===== src/rtl/ser_pkg.sv =====
// Shared definitions for the serializer family: word-slot state encoding and
// a width helper usable in constant expressions.
package ser_pkg;

    typedef enum logic [1:0] {
        ST_EMPTY = 2'd0,
        ST_BUSY  = 2'd1,
        ST_FULL  = 2'd2
    } ser_state_t;

    function automatic int clog2(input int value);
        int result;
        int rem;
        result = 0;
        rem    = value - 1;
        while (rem > 0) begin
            result = result + 1;
            rem    = rem >> 1;
        end
        return result;
    endfunction

endpackage


===== src/rtl/ser_beat_mux.sv =====
// Combinational beat selector: picks one OUT_W slice of a wide word by beat
// counter, in either LSB-first or MSB-first order.
module ser_beat_mux
    import ser_pkg::*;
#(
    parameter  int OUT_W     = 16,
    parameter  int RATIO     = 4,
    parameter  bit MSB_FIRST = 1'b0,
    localparam int IN_W      = OUT_W * RATIO,
    localparam int CNT_W     = clog2(RATIO)
) (
    input  logic [IN_W-1:0]  word,
    input  logic [CNT_W-1:0] cnt,
    output logic [OUT_W-1:0] beat
);

    logic [CNT_W-1:0] idx;

    always_comb begin
        idx  = MSB_FIRST ? (CNT_W'(RATIO - 1) - cnt) : cnt;
        beat = word[int'(idx) * OUT_W +: OUT_W];
    end

endmodule


===== src/rtl/ser_param.sv =====
// Wide-to-narrow serializer with per-word beat count, selectable beat order,
// last-beat flag and a one-word look-ahead slot for bubble-free streaming.
module ser_param
    import ser_pkg::*;
#(
    parameter  int OUT_W     = 16,
    parameter  int RATIO     = 4,
    parameter  bit MSB_FIRST = 1'b0,
    localparam int IN_W      = OUT_W * RATIO,
    localparam int CNT_W     = clog2(RATIO)
) (
    input  logic             clk,
    input  logic             res_n,
    input  logic             valid_in,
    input  logic [IN_W-1:0]  data_in,
    input  logic [CNT_W-1:0] len_in,
    output logic             stop_out,
    output logic             valid_out,
    output logic [OUT_W-1:0] data_out,
    output logic             last_out,
    input  logic             stop_in
);

    ser_state_t       state;
    logic [IN_W-1:0]  cur_word;
    logic [IN_W-1:0]  nxt_word;
    logic [CNT_W-1:0] cur_len;
    logic [CNT_W-1:0] nxt_len;
    logic [CNT_W-1:0] cnt;

    logic             accept;
    logic             xfer;
    logic             at_last;
    logic [IN_W-1:0]  src_word;
    logic [CNT_W-1:0] src_len;
    logic [CNT_W-1:0] src_cnt;
    logic             src_last;
    logic [OUT_W-1:0] beat;

    // Source of the beat that will be registered onto data_out if the output
    // advances this cycle: next beat of CUR, first beat of NXT, or first beat
    // of the incoming word.
    always_comb begin
        accept   = valid_in && !stop_out;
        xfer     = valid_out && !stop_in;
        at_last  = (cnt == cur_len);
        src_word = cur_word;
        src_len  = cur_len;
        src_cnt  = cnt + 1'b1;
        if (state == ST_FULL && at_last) begin
            src_word = nxt_word;
            src_len  = nxt_len;
            src_cnt  = '0;
        end else if (state == ST_EMPTY || at_last) begin
            src_word = data_in;
            src_len  = len_in;
            src_cnt  = '0;
        end
        src_last = (src_cnt == src_len);
    end

    ser_beat_mux #(
        .OUT_W    (OUT_W),
        .RATIO    (RATIO),
        .MSB_FIRST(MSB_FIRST)
    ) u_mux (
        .word(src_word),
        .cnt (src_cnt),
        .beat(beat)
    );

    always_ff @(posedge clk or negedge res_n) begin
        if (!res_n) begin
            state     <= ST_EMPTY;
            cur_word  <= '0;
            nxt_word  <= '0;
            cur_len   <= '0;
            nxt_len   <= '0;
            cnt       <= '0;
            stop_out  <= 1'b0;
            valid_out <= 1'b0;
            data_out  <= '0;
            last_out  <= 1'b0;
        end else begin
            case (state)
                ST_EMPTY: begin
                    if (accept) begin
                        cur_word  <= data_in;
                        cur_len   <= len_in;
                        cnt       <= '0;
                        data_out  <= beat;
                        last_out  <= src_last;
                        valid_out <= 1'b1;
                        state     <= ST_BUSY;
                    end
                end
                ST_BUSY: begin
                    if (xfer && at_last) begin
                        if (accept) begin
                            cur_word <= data_in;
                            cur_len  <= len_in;
                            cnt      <= '0;
                            data_out <= beat;
                            last_out <= src_last;
                        end else begin
                            valid_out <= 1'b0;
                            last_out  <= 1'b0;
                            state     <= ST_EMPTY;
                        end
                    end else begin
                        if (xfer) begin
                            cnt      <= src_cnt;
                            data_out <= beat;
                            last_out <= src_last;
                        end
                        if (accept) begin
                            nxt_word <= data_in;
                            nxt_len  <= len_in;
                            stop_out <= 1'b1;
                            state    <= ST_FULL;
                        end
                    end
                end
                ST_FULL: begin
                    if (xfer) begin
                        cnt      <= src_cnt;
                        data_out <= beat;
                        last_out <= src_last;
                        if (at_last) begin
                            cur_word <= nxt_word;
                            cur_len  <= nxt_len;
                            stop_out <= 1'b0;
                            state    <= ST_BUSY;
                        end
                    end
                end
                default: begin
                    valid_out <= 1'b0;
                    last_out  <= 1'b0;
                    stop_out  <= 1'b0;
                    state     <= ST_EMPTY;
                end
            endcase
        end
    end

endmodule


===== config.mk =====
export PLATFORM = sky130hd
export DESIGN_NAME = ser_param
export DESIGN_NICKNAME = d
export VERILOG_FILES = /design/src/rtl/ser_pkg.sv /design/src/rtl/ser_beat_mux.sv /design/src/rtl/ser_param.sv
export SDC_FILE = /design/constraint.sdc
export NUM_CORES = 1
export LEC_CHECK = 0
export ABC_AREA = 1
export CORE_MARGIN = 3
export CORE_UTILIZATION = 40
export DETAILED_ROUTE_END_ITERATION = 8
export GPL_TIMING_DRIVEN = 0
export PLACE_DENSITY = 0.69
export SETUP_SLACK_MARGIN = 0.4
export SLEW_MARGIN = 20
export SYNTH_ARGS = -nofsm -noshare
export SYNTH_HDL_FRONTEND = slang
export SYNTH_HIERARCHICAL = 1
export SYNTH_SLANG_ARGS = --single-unit

===== constraint.sdc =====
create_clock -name clk -period 2.8 [get_ports clk]
set_clock_uncertainty 0.1 [all_clocks]
set_input_delay 0.56 -clock clk [delete_from_list [all_inputs] [get_ports clk]]
set_output_delay 0.56 -clock clk [all_outputs]
set_load 0.03 [all_outputs]

==> qor.csv <==
metric;value;unit
vias in the first global route;8041;
status;finished with violations;
P_leak;5.28;nW
ant diodes;0;
CTS Root Cell;clkbuf_16;
Layout fillers;2084;
post-synth cell types;36;
number of H-tree levels;4;
Post-Syn Instances;1141;
Syn Area/Cell;7.94;um2
RSZ-0062 raised after global routing;true;
layout cell share with drive strength beyond 1;18.6;%
initial antenna violation count;0;
Worst Setup SP;cnt[0];
core footprint;22000;um2
hold buffer count at cts;0;
Critical Path RT;3070;ps
Remaining DRCs;0;
final period utilization;81.6;%
Final ANT Viol Nets;0;
first-pass GRT wire length;42400;um
EDFF count, synth;0;
Inserted Clock Buffers;17;
total gr overflow;0;
detailed-route via count;8465;
Via density;5.48;
post-synth top area share;42.8;%
WP data arrival;2560;ps
fmax;0.438;GHz
final setup TNS;0;ps
starting density of the core;41.1;%
Final #Nets;1329;
Hold Path Class;input pin to asynchronous set/reset pin;
Post-synth top flop;dfrtp_1;
die height;157;um
Peak VDD IR;0.434;mV
DR iter-0 viols;815;
I/O Buffers;88;
syn nets;1215;
Final Hold Fails;1;
DIE WIDTH;157;um
Ys Warns;6;
Post-DP HPWL;18400;um
register bit total from synthesis;155;
Pwr Density;1290;nW/um2
GPL Wtd Cong;0.895;
CTS tree;built;
Reg clk slew, reported paths;70;ps
Clock Sinks;155;
Tot GR Track Use;21.9;%
Die Area;24500;um2
failing checks;negative hold slack;
top cells by area, synth;dfrtp_1 (43%), nand2_1 (11%), nor2_1 (8.2%), mux2_2 (7.3%), a21oi_1 (7.3%);
normalized max-slew margin;60.8;%
Worst-Margin Slew;589;ps
pin count of the biggest net entering global routing;83;
final setup fails;0;
biggest area consumer among synthesized cells;dfrtp_1;
Async SR Flop Fraction;100;%
Hold Slack;-5.76;ps
clock latency on the worst-skew pair;430;ps
1st-pass router iterations;5;
R2R Path Start;cnt[0];
CTS max path bufs;2;
Final Max Tran Viols;0;
IO Pins;89;
CP Max Fanout;10;
crit path capture type;register;
total of max-cap violations;0;
Final min period;2280;ps
Cell Rows;54;
WL final;26700;um
register area share after synthesis;42.8;%
P&R area growth vs syn;23.4;%
Syn Std Cell Area;9060;um2
crit start category;register;
critical path type;register to register;
drt wl/cell;17.3;um
[cell usage after synthesis, types with 2 or more instances]
| master | count |
|---|---|
| nor2_1 | 197 |
| o21ai_0 | 9 |
| ha_1 | 4 |
| inv_2 | 4 |
| nand4_1 | 2 |
| nand3_2 | 3 |
| buf_1 | 5 |
| o21ai_4 | 2 |
| o211ai_1 | 2 |
| clkbuf_1 | 20 |
| mux2_4 | 5 |
| nand2_4 | 2 |
| mux2_2 | 59 |
| inv_1 | 81 |
| o31ai_1 | 30 |
| buf_4 | 12 |
| a21oi_1 | 132 |
| buf_2 | 27 |
| nand2_1 | 273 |
| nand3_1 | 57 |
| o31ai_2 | 35 |
| buf_6 | 11 |
| o22ai_1 | 2 |
| dfrtp_1 | 155 |
[where the power goes]
part	switching (mW)	leakage, nW	internal [mW]
logic	4.70	3.09	3.15
clock network	0.957	0.294	1.50
registers	0.742	1.90	3.34
[cell usage in the layout, fill, tap and decap left out, types with 3 or more instances in the layout]
cell             netlist  routed
inv_2                  4       5
clkdlybuf4s50_1        0      87
nand2_1              273     270
inv_1                 81      78
buf_4                 12      19
clkbuf_4               0       7
buf_2                 27      15
bufinv_16              0       4
buf_8                  0       3
nand2_2                1       4
mux2_4                 5       5
o31ai_2               35      35
mux2_2                59      59
buf_6                 11      18
dfrtp_1              155     153
clkinvlp_4             0       4
clkbuf_1              20      14
a21oi_1              132     122
nand3_2                3       3
clkbuf_2               0       5
o31ai_1               30      30
clkinv_2               0       4
nor2_1               197     197
a21oi_2                1      11
nand3_1               57      56
o21ai_0                9       9
clkbuf_16              0      17
[routing by layer]
layer  vias up  routed length, um  global-route usage [%]
li1       3952                  -                       -
met3        52               1810                    3.73
met5         -                  0                       0
met1      4120              11700                    30.9
met2       341              12400                    33.9
met4         0                844                    8.25
[layout make-up]
class,instances,area [um2],area share (%)
clock buffers,18,439,3.93
clock inverters,12,171,1.53
plain buffers,75,543,4.86
repair buffers,94,951,8.50
repair inverters,1,7.51,0.0671
inverters,87,337,3.01
flip-flops and latches,155,3880,34.7
multi-input cells,824,4500,40.3
well taps,280,350,3.13
[sequential cells by signal, indices dropped and copies added, names as in the netlist]
register and count:
cnt 2, cur_len 2, cur_word 64, data_out 16, last_out 1, nxt_len 2
nxt_word 64, state 2, stop_out 1, valid_out 1
[worst paths after layout]
path / endpoint / slack [ps] / cells after the start
min reg2reg: cur_word[52] / 380 / 2
min in group clk: cur_word[52] / 380 / 2
max in group asynchronous: cur_word[46] / 1790 / 2
min: nxt_word[14] / -6 / 1
max reg2reg: data_out[1] / 520 / 13
max: data_out[1] / 520 / 13
[critical path, stage by stage (launching register included)]
cell	delay, ps
dfrtp_2	450
xnor2_4	170
buf_4	150
nand3_4	120
buf_6	200
clkbuf_4	230
nor2_1	50
a21oi_1	200
inv_1	100
nand2_1	70
nand3_1	90
nand2_1	70
nand3_1	110
nand2_1	90
[kinds of logic (layout without fill, tap and decap cells)]
kind of cell | after synthesis | after routing | synth area share [%]
flops | 155 | 155 | 42.8
fa+ha+maj | 4 | 4 | 0.552
simple gates | 539 | 539 | 23.7
mux | 64 | 64 | 8.16
buf+inv | 162 | 287 | 8.52
compound gates | 215 | 215 | 16.0
xor+xnor | 2 | 2 | 0.276
[stage by stage]
| step | power, mW | utilization (%) | std cells | cell area [um2] | setup WS, ps |
|---|---|---|---|---|---|
| floorplan | 9.28 | - | 1141 | 9060 | 803 |
| global placement | 11.3 | 46.7 | 1509 | 10300 | -5580 |
| detailed placement | 11.4 | 46.9 | 1510 | 10300 | 94.0 |
| CTS | 14.1 | 50.0 | 1542 | 11000 | 339 |
| global route | 15.4 | 50.8 | 1546 | 11200 | 396 |
| finish | 14.4 | 50.8 | 1546 | 11200 | 515 |
[what timing repair did]
| item | in CTS | in global routing |
|---|---|---|
| pin swaps | 0 | 1 |
| endpoints found under the setup margin | 31 | 81 |
| resized for setup | 30 | 39 |
| setup buffers | 1 | 4 |
| gates cloned | 1 | 0 |
Note: power is estimated with default switching activity, not from simulation.
